==> config.mk <==
export PLATFORM = sky130hd
export DESIGN_NAME = alu_ctrl_decoder
export DESIGN_NICKNAME = d
export VERILOG_FILES = /design/src/rtl/alu_pkg.sv /design/src/rtl/alu_skid_buffer.sv /design/src/rtl/alu_ctrl_decoder.sv
export SDC_FILE = /design/constraint.sdc
export NUM_CORES = 1
export LEC_CHECK = 0
export CAP_MARGIN = 20
export CELL_PAD_IN_SITES_DETAIL_PLACEMENT = 1
export CELL_PAD_IN_SITES_GLOBAL_PLACEMENT = 1
export CORE_MARGIN = 5
export CORE_UTILIZATION = 34
export DETAILED_ROUTE_END_ITERATION = 10
export GPL_TIMING_DRIVEN = 0
export PLACE_DENSITY = 0.75
export SYNTH_ARGS = -nofsm -noshare
export SYNTH_HDL_FRONTEND = slang
export SYNTH_SLANG_ARGS = --single-unit
==> constraint.sdc <==
create_clock -name clk -period 1.4 [get_ports clk]
set_input_delay 0.42 -clock clk [delete_from_list [all_inputs] [get_ports clk]]
set_output_delay 0.42 -clock clk [all_outputs]
set_load 0.05 [all_outputs]
==> src/rtl/alu_pkg.sv <==
// rtl/alu_pkg.sv - shared opcodes, select encodings and micro-op record for the ALU front end
package alu_pkg;

  localparam int ALU_XLEN  = 32;
  localparam int ALU_TAG_W = 5;

  localparam logic [6:0] OPC_OP     = 7'b0110011;
  localparam logic [6:0] OPC_OP_IMM = 7'b0010011;

  localparam logic [2:0] F3_ADD = 3'b000;
  localparam logic [2:0] F3_XOR = 3'b100;
  localparam logic [2:0] F3_OR  = 3'b110;
  localparam logic [2:0] F3_AND = 3'b111;

  typedef enum logic [1:0] {
    G_SEL_SUM = 2'b00,
    G_SEL_XOR = 2'b01,
    G_SEL_OR  = 2'b10,
    G_SEL_AND = 2'b11
  } g_sel_t;

  typedef struct packed {
    g_sel_t                 g_select;
    logic                   invert_b;
    logic                   carry_in;
    logic                   illegal;
    logic [ALU_XLEN-1:0]    op_a;
    logic [ALU_XLEN-1:0]    op_b;
    logic [ALU_TAG_W-1:0]   tag;
  } alu_uop_t;

endpackage

==> src/rtl/alu_skid_buffer.sv <==
// rtl/alu_skid_buffer.sv - 2-entry skid buffer; in_ready comes straight from a flop
module alu_skid_buffer
  import alu_pkg::*;
#(
  parameter type T = alu_uop_t
) (
  input  logic clk,
  input  logic rst_n,
  input  logic in_valid,
  output logic in_ready,
  input  T     in_data,
  output logic out_valid,
  input  logic out_ready,
  output T     out_data
);

  logic main_valid;
  logic skid_valid;
  T     main_data;
  T     skid_data;

  assign in_ready  = ~skid_valid;
  assign out_valid = main_valid;
  assign out_data  = main_data;

  always_ff @(posedge clk or negedge rst_n) begin
    if (!rst_n) begin
      main_valid <= 1'b0;
      skid_valid <= 1'b0;
      main_data  <= '0;
      skid_data  <= '0;
    end else if (skid_valid) begin
      // Upstream is stalled while the skid entry is occupied; only draining happens.
      if (out_ready) begin
        main_data  <= skid_data;
        skid_valid <= 1'b0;
      end
    end else if (in_valid) begin
      if (!main_valid || out_ready) begin
        main_data  <= in_data;
        main_valid <= 1'b1;
      end else begin
        skid_data  <= in_data;
        skid_valid <= 1'b1;
      end
    end else if (out_ready) begin
      main_valid <= 1'b0;
    end
  end

endmodule

==> src/rtl/alu_ctrl_decoder.sv <==
// rtl/alu_ctrl_decoder.sv - OP/OP-IMM decode into ALU controls; ALU_CTRL_DECODER_PERF_EN adds issue counters
module alu_ctrl_decoder
  import alu_pkg::*;
#(
  parameter int XLEN  = 32,
  parameter int TAG_W = 5
) (
  input  logic             clk,
  input  logic             rst_n,
  input  logic             in_valid,
  output logic             in_ready,
  input  logic [6:0]       in_opcode,
  input  logic [2:0]       in_funct3,
  input  logic             in_funct7_b5,
  input  logic [XLEN-1:0]  in_rs1,
  input  logic [XLEN-1:0]  in_rs2,
  input  logic [XLEN-1:0]  in_imm,
  input  logic [TAG_W-1:0] in_tag,
  output logic             out_valid,
  input  logic             out_ready,
  output logic [1:0]       out_g_select,
  output logic             out_invert_b,
  output logic             out_carry_in,
  output logic [XLEN-1:0]  out_op_a,
  output logic [XLEN-1:0]  out_op_b,
  output logic [TAG_W-1:0] out_tag,
`ifdef ALU_CTRL_DECODER_PERF_EN
  output logic [31:0]      perf_issued,
  output logic [31:0]      perf_illegal,
`endif
  output logic             out_illegal
);

  alu_uop_t dec_uop;
  alu_uop_t held_uop;
  logic     is_op;
  logic     is_op_imm;

  assign is_op     = (in_opcode == OPC_OP);
  assign is_op_imm = (in_opcode == OPC_OP_IMM);

  always_comb begin
    dec_uop          = '0;
    dec_uop.op_a     = in_rs1;
    dec_uop.op_b     = is_op_imm ? in_imm : in_rs2;
    dec_uop.tag      = in_tag;
    dec_uop.g_select = G_SEL_SUM;
    if (!is_op && !is_op_imm) begin
      dec_uop.illegal = 1'b1;
    end else begin
      case (in_funct3)
        F3_ADD: begin
          // Only the register form encodes SUB; ADDI has no funct7 field.
          dec_uop.invert_b = is_op & in_funct7_b5;
          dec_uop.carry_in = is_op & in_funct7_b5;
        end
        F3_XOR:  dec_uop.g_select = G_SEL_XOR;
        F3_OR:   dec_uop.g_select = G_SEL_OR;
        F3_AND:  dec_uop.g_select = G_SEL_AND;
        default: dec_uop.illegal  = 1'b1;
      endcase
    end
  end

  alu_skid_buffer #(
    .T(alu_uop_t)
  ) u_skid (
    .clk       (clk),
    .rst_n     (rst_n),
    .in_valid  (in_valid),
    .in_ready  (in_ready),
    .in_data   (dec_uop),
    .out_valid (out_valid),
    .out_ready (out_ready),
    .out_data  (held_uop)
  );

  assign out_g_select = held_uop.g_select;
  assign out_invert_b = held_uop.invert_b;
  assign out_carry_in = held_uop.carry_in;
  assign out_illegal  = held_uop.illegal;
  assign out_op_a     = held_uop.op_a;
  assign out_op_b     = held_uop.op_b;
  assign out_tag      = held_uop.tag;

`ifdef ALU_CTRL_DECODER_PERF_EN
  logic out_fire;
  assign out_fire = out_valid & out_ready;

  always_ff @(posedge clk or negedge rst_n) begin
    if (!rst_n) begin
      perf_issued  <= '0;
      perf_illegal <= '0;
    end else if (out_fire) begin
      perf_issued <= perf_issued + 32'd1;
      if (held_uop.illegal) begin
        perf_illegal <= perf_illegal + 32'd1;
      end
    end
  end
`endif

endmodule

==> flow_summary.toml <==
[status]
status = "complete, but fails checks"
violations = "negative hold slack, negative setup slack"

[routing]
wire_per_inst_microns = 22.0
viasPerCell = 5.00
wl_met1_microns = 10600
wl_met2_microns = 14600
vias = 6168
drc = 0
first_pass_iters = 4
totalWireLength_microns = 27200
met3_length_microns = 1590
detail-route-antenna-nets = 0
highest_layer = "met5"
drt_iter0_markers = 193

[worst_setup_path]
slowest_delay_ns = 0.39
regToRegStartpoint = "u_skid.skid_valid"
critPathSlowestCell = "dfrtp_1"
reg2reg_to = "u_skid.skid_data[51]"
critPathMaxFanout = 4
timing_worst_setup_path_type = "flop to output port"
endpoint_kind = "output port"
startpoint_type = "flop"
arrival_ns = 1.29
critPathRequiredTime_ns = 0.98
reg2reg_slack_ns = -0.29
ff2ff_path_depth = 6
cp-endpoint = "in_ready"
crit_start = "u_skid.skid_valid"
cp_cell_sequence = "buf_6 > inv_8 > clkbuf_16 > buf_12"

[clock_tree]
cts_made_buffers = 17
htree_levels = 4
root_buffer = "clkbuf_16"
path_clk_slew_ns = 0.06
clock_path_buffers = 2
cts_tree = "built"
clk_latency_ns = 0.43
cts_sinks = 148

[synth]
yosysTopAreaCellShare_pct = 54.1
yosysWarnings = 0
synth_nets = 724
yosys-top-cells-area = "dfrtp_1 54%, mux2i_1 15%, mux2_4 8.1%"
ys_seq_area_share_pct = 54.1
yosysTopAreaCell = "dfrtp_1"
synthCells = 608
synth_async_sr_flop_share_pct = 100
ys_seq_elements = 148
synth-edff-count = 0
yosys_most_used_dff = "dfrtp_1"
syn_area_sq_um = 6850
synth_cell_types = 28
avgSynthCellArea_sq_um = 11.3

[floorplanning]
core_sq_um = 20000
die-width_microns = 152
die-area_sq_um = 23100
num_rows = 52
io_pins = 192
die_h_microns = 152
start_util_pct = 34.2

[global_route]
grt_pass1_vias = 6459
grt_use_total_pct = 19.9
grt_antenna_before_repair = 1
grt-ovfl-total = 0
grt_max_degree = 88
grt_first_pass_wirelength_microns = 36500

[sta]
rsz0062_at_grt = "true"
fmax_mhz = 585
worstMarginPinSlew_ns = 0.607
period_share_pct = 122
whs_ns = -0.0689
maxSlewHeadroom_pct = 59.4
min_period_ns = 1.71
final.setup.worst_slack_ns = -0.311
setup_viol = 186
hold_viol_final = 41
slew_violations = 0
fin_worst_skew_ns = 0.0162

[hold_path]
hp-class = "input pin to asynchronous set/reset pin"

[placed_design]
gp_congestion = 0.720
port_buffers = 190
dp_hpwl_microns = 14800
pre_cts_slack_ns = -1.07

[cells_and_area]
nets = 1067
insertedDiodeCount = 0
synthToLayoutAreaGrowth_pct = 80.5
final_core_util_pct = 61.7
drive_gt1_share_pct = 49.0

[power_and_ir_drop]
vdd_ir_drop_max_mv = 0.790
p_per_area_nw_per_um2 = 1730
p_leak_nw = 5.66

[run]
cap_violations = 0
-- cell families after synthesis --
family | after synthesis | synth area share [%]
xor gates and xnor gates | 1 | 0.128
buffers and inverters | 46 | 3.73
muxes | 140 | 23.2
DFF | 148 | 54.1
and+or+nand+nor | 125 | 7.84
AOI/OAI and AO/OA | 148 | 11.1
-- sequential cells by signal, summed over array words and instances (netlist names) --
name,cells
u_skid.out_data,73
u_skid.out_valid,1
u_skid.skid_data,73
u_skid.skid_valid,1
-- stage by stage --
| stage | setup TNS, ns | cell area, sq um | instances | power (W) |
|---|---|---|---|---|
| after floorplan | -18.52 | 6880 | 608 | 0.0109 |
| after global placement | -1072.96 | 9110 | 1068 | 0.0133 |
| after detailed placement | -133.62 | 9140 | 1069 | 0.0136 |
| after CTS | -13.91 | 11200 | 1174 | 0.0197 |
| after global routing | -37.82 | 12400 | 1234 | 0.0223 |
| final | -28.34 | 12400 | 1234 | 0.0214 |
-- final cells by class --
type,count,area (sq um)
multi-input combinational,414,3670
fill,2009,7680
sequential,148,3700
clock inverter,13,134
inverter,3,18.8
tap,270,338
clock buffer,19,433
buffer,40,571
timing repair buffer,327,3490
-- layer usage --
| metal | up-vias | global-route usage (%) |
|---|---|---|
| met5 | - | 0 |
| met4 | 2 | 3.90 |
| met3 | 27 | 6.11 |
| met2 | 191 | 35.5 |
| met1 | 3113 | 23.9 |
| li1 | 2835 | - |
-- power breakdown --
group | leakage, nW | internal (W) | total (W) | switching (W)
combinational | 3.57 | 0.00475 | 0.0101 | 0.00535
clock | 0.273 | 0.00262 | 0.00453 | 0.00191
sequential | 1.81 | 0.00564 | 0.00673 | 0.00109
total | 5.65 | 0.0130 | 0.0214 | 0.00836
-- synthesized netlist by cell type, types with 2 or more instances --
cell	instances
inv_1	2
mux2_4	37
nor2_1	36
nand3_1	3
nor3_1	2
o21ai_0	41
mux2i_1	103
nand2b_1	2
dfrtp_1	148
nand2_1	75
buf_2	12
o21ai_1	69
a21oi_1	35
clkbuf_1	20
buf_6	8
and3_1	2
buf_4	2
-- worst min-delay path by stage --
| stage | depth (start not counted) | end | slack (ns) |
|---|---|---|---|
| after global placement | 2 | u_skid.out_data[0] | 0.46 |
| after global routing | 1 | u_skid.out_data[68] | -0.06 |
| after detailed placement | 1 | u_skid.out_data[39] | 0.45 |
| final | 1 | u_skid.out_data[68] | -0.07 |
| after floorplan | 0 | u_skid.out_data[0] | 0.12 |
| after CTS | 1 | u_skid.skid_data[41] | -0.03 |
-- critical path: cells and delay by family (launching register included) --
| kind | cells | cell delay (ns) |
|---|---|---|
| buf+inv | 4 | 0.48 |
| flops | 1 | 0.39 |
-- cell usage in the layout, fill, tap and decap left out, types with 3 or more instances in the layout --
| cell type | n |
|---|---|
| o21ai_2 | 56 |
| clkbuf_16 | 31 |
| buf_4 | 98 |
| buf_2 | 8 |
| buf_8 | 7 |
| buf_6 | 89 |
| mux2i_4 | 16 |
| dlygate4sd2_1 | 4 |
| nand2_2 | 25 |
| nand2_1 | 21 |
| clkinvlp_4 | 3 |
| nor2_1 | 35 |
| dfrtp_1 | 147 |
| clkbuf_1 | 3 |
| clkbuf_2 | 6 |
| buf_16 | 6 |
| mux2_4 | 37 |
| buf_12 | 25 |
| nand2b_4 | 3 |
| nand2_4 | 29 |
| dlygate4sd3_1 | 3 |
| nand3_1 | 3 |
| clkinv_2 | 5 |
| clkdlybuf4s50_1 | 105 |
| mux2i_1 | 74 |
| o21ai_1 | 54 |
| mux2i_2 | 13 |
| a21oi_1 | 33 |
-- repair_timing --
item / CTS / global route
endpoints found under the setup margin: 224 / 223
pin swaps: 23 / 54
hold buffers: 2 / 1
setup buffers: 66 / 52
endpoints found under the hold margin: 2 / 12
gates resized for setup: 748 / 156
cloned: 7 / 11
No activity file was read; power rests on OpenSTA's default activity.
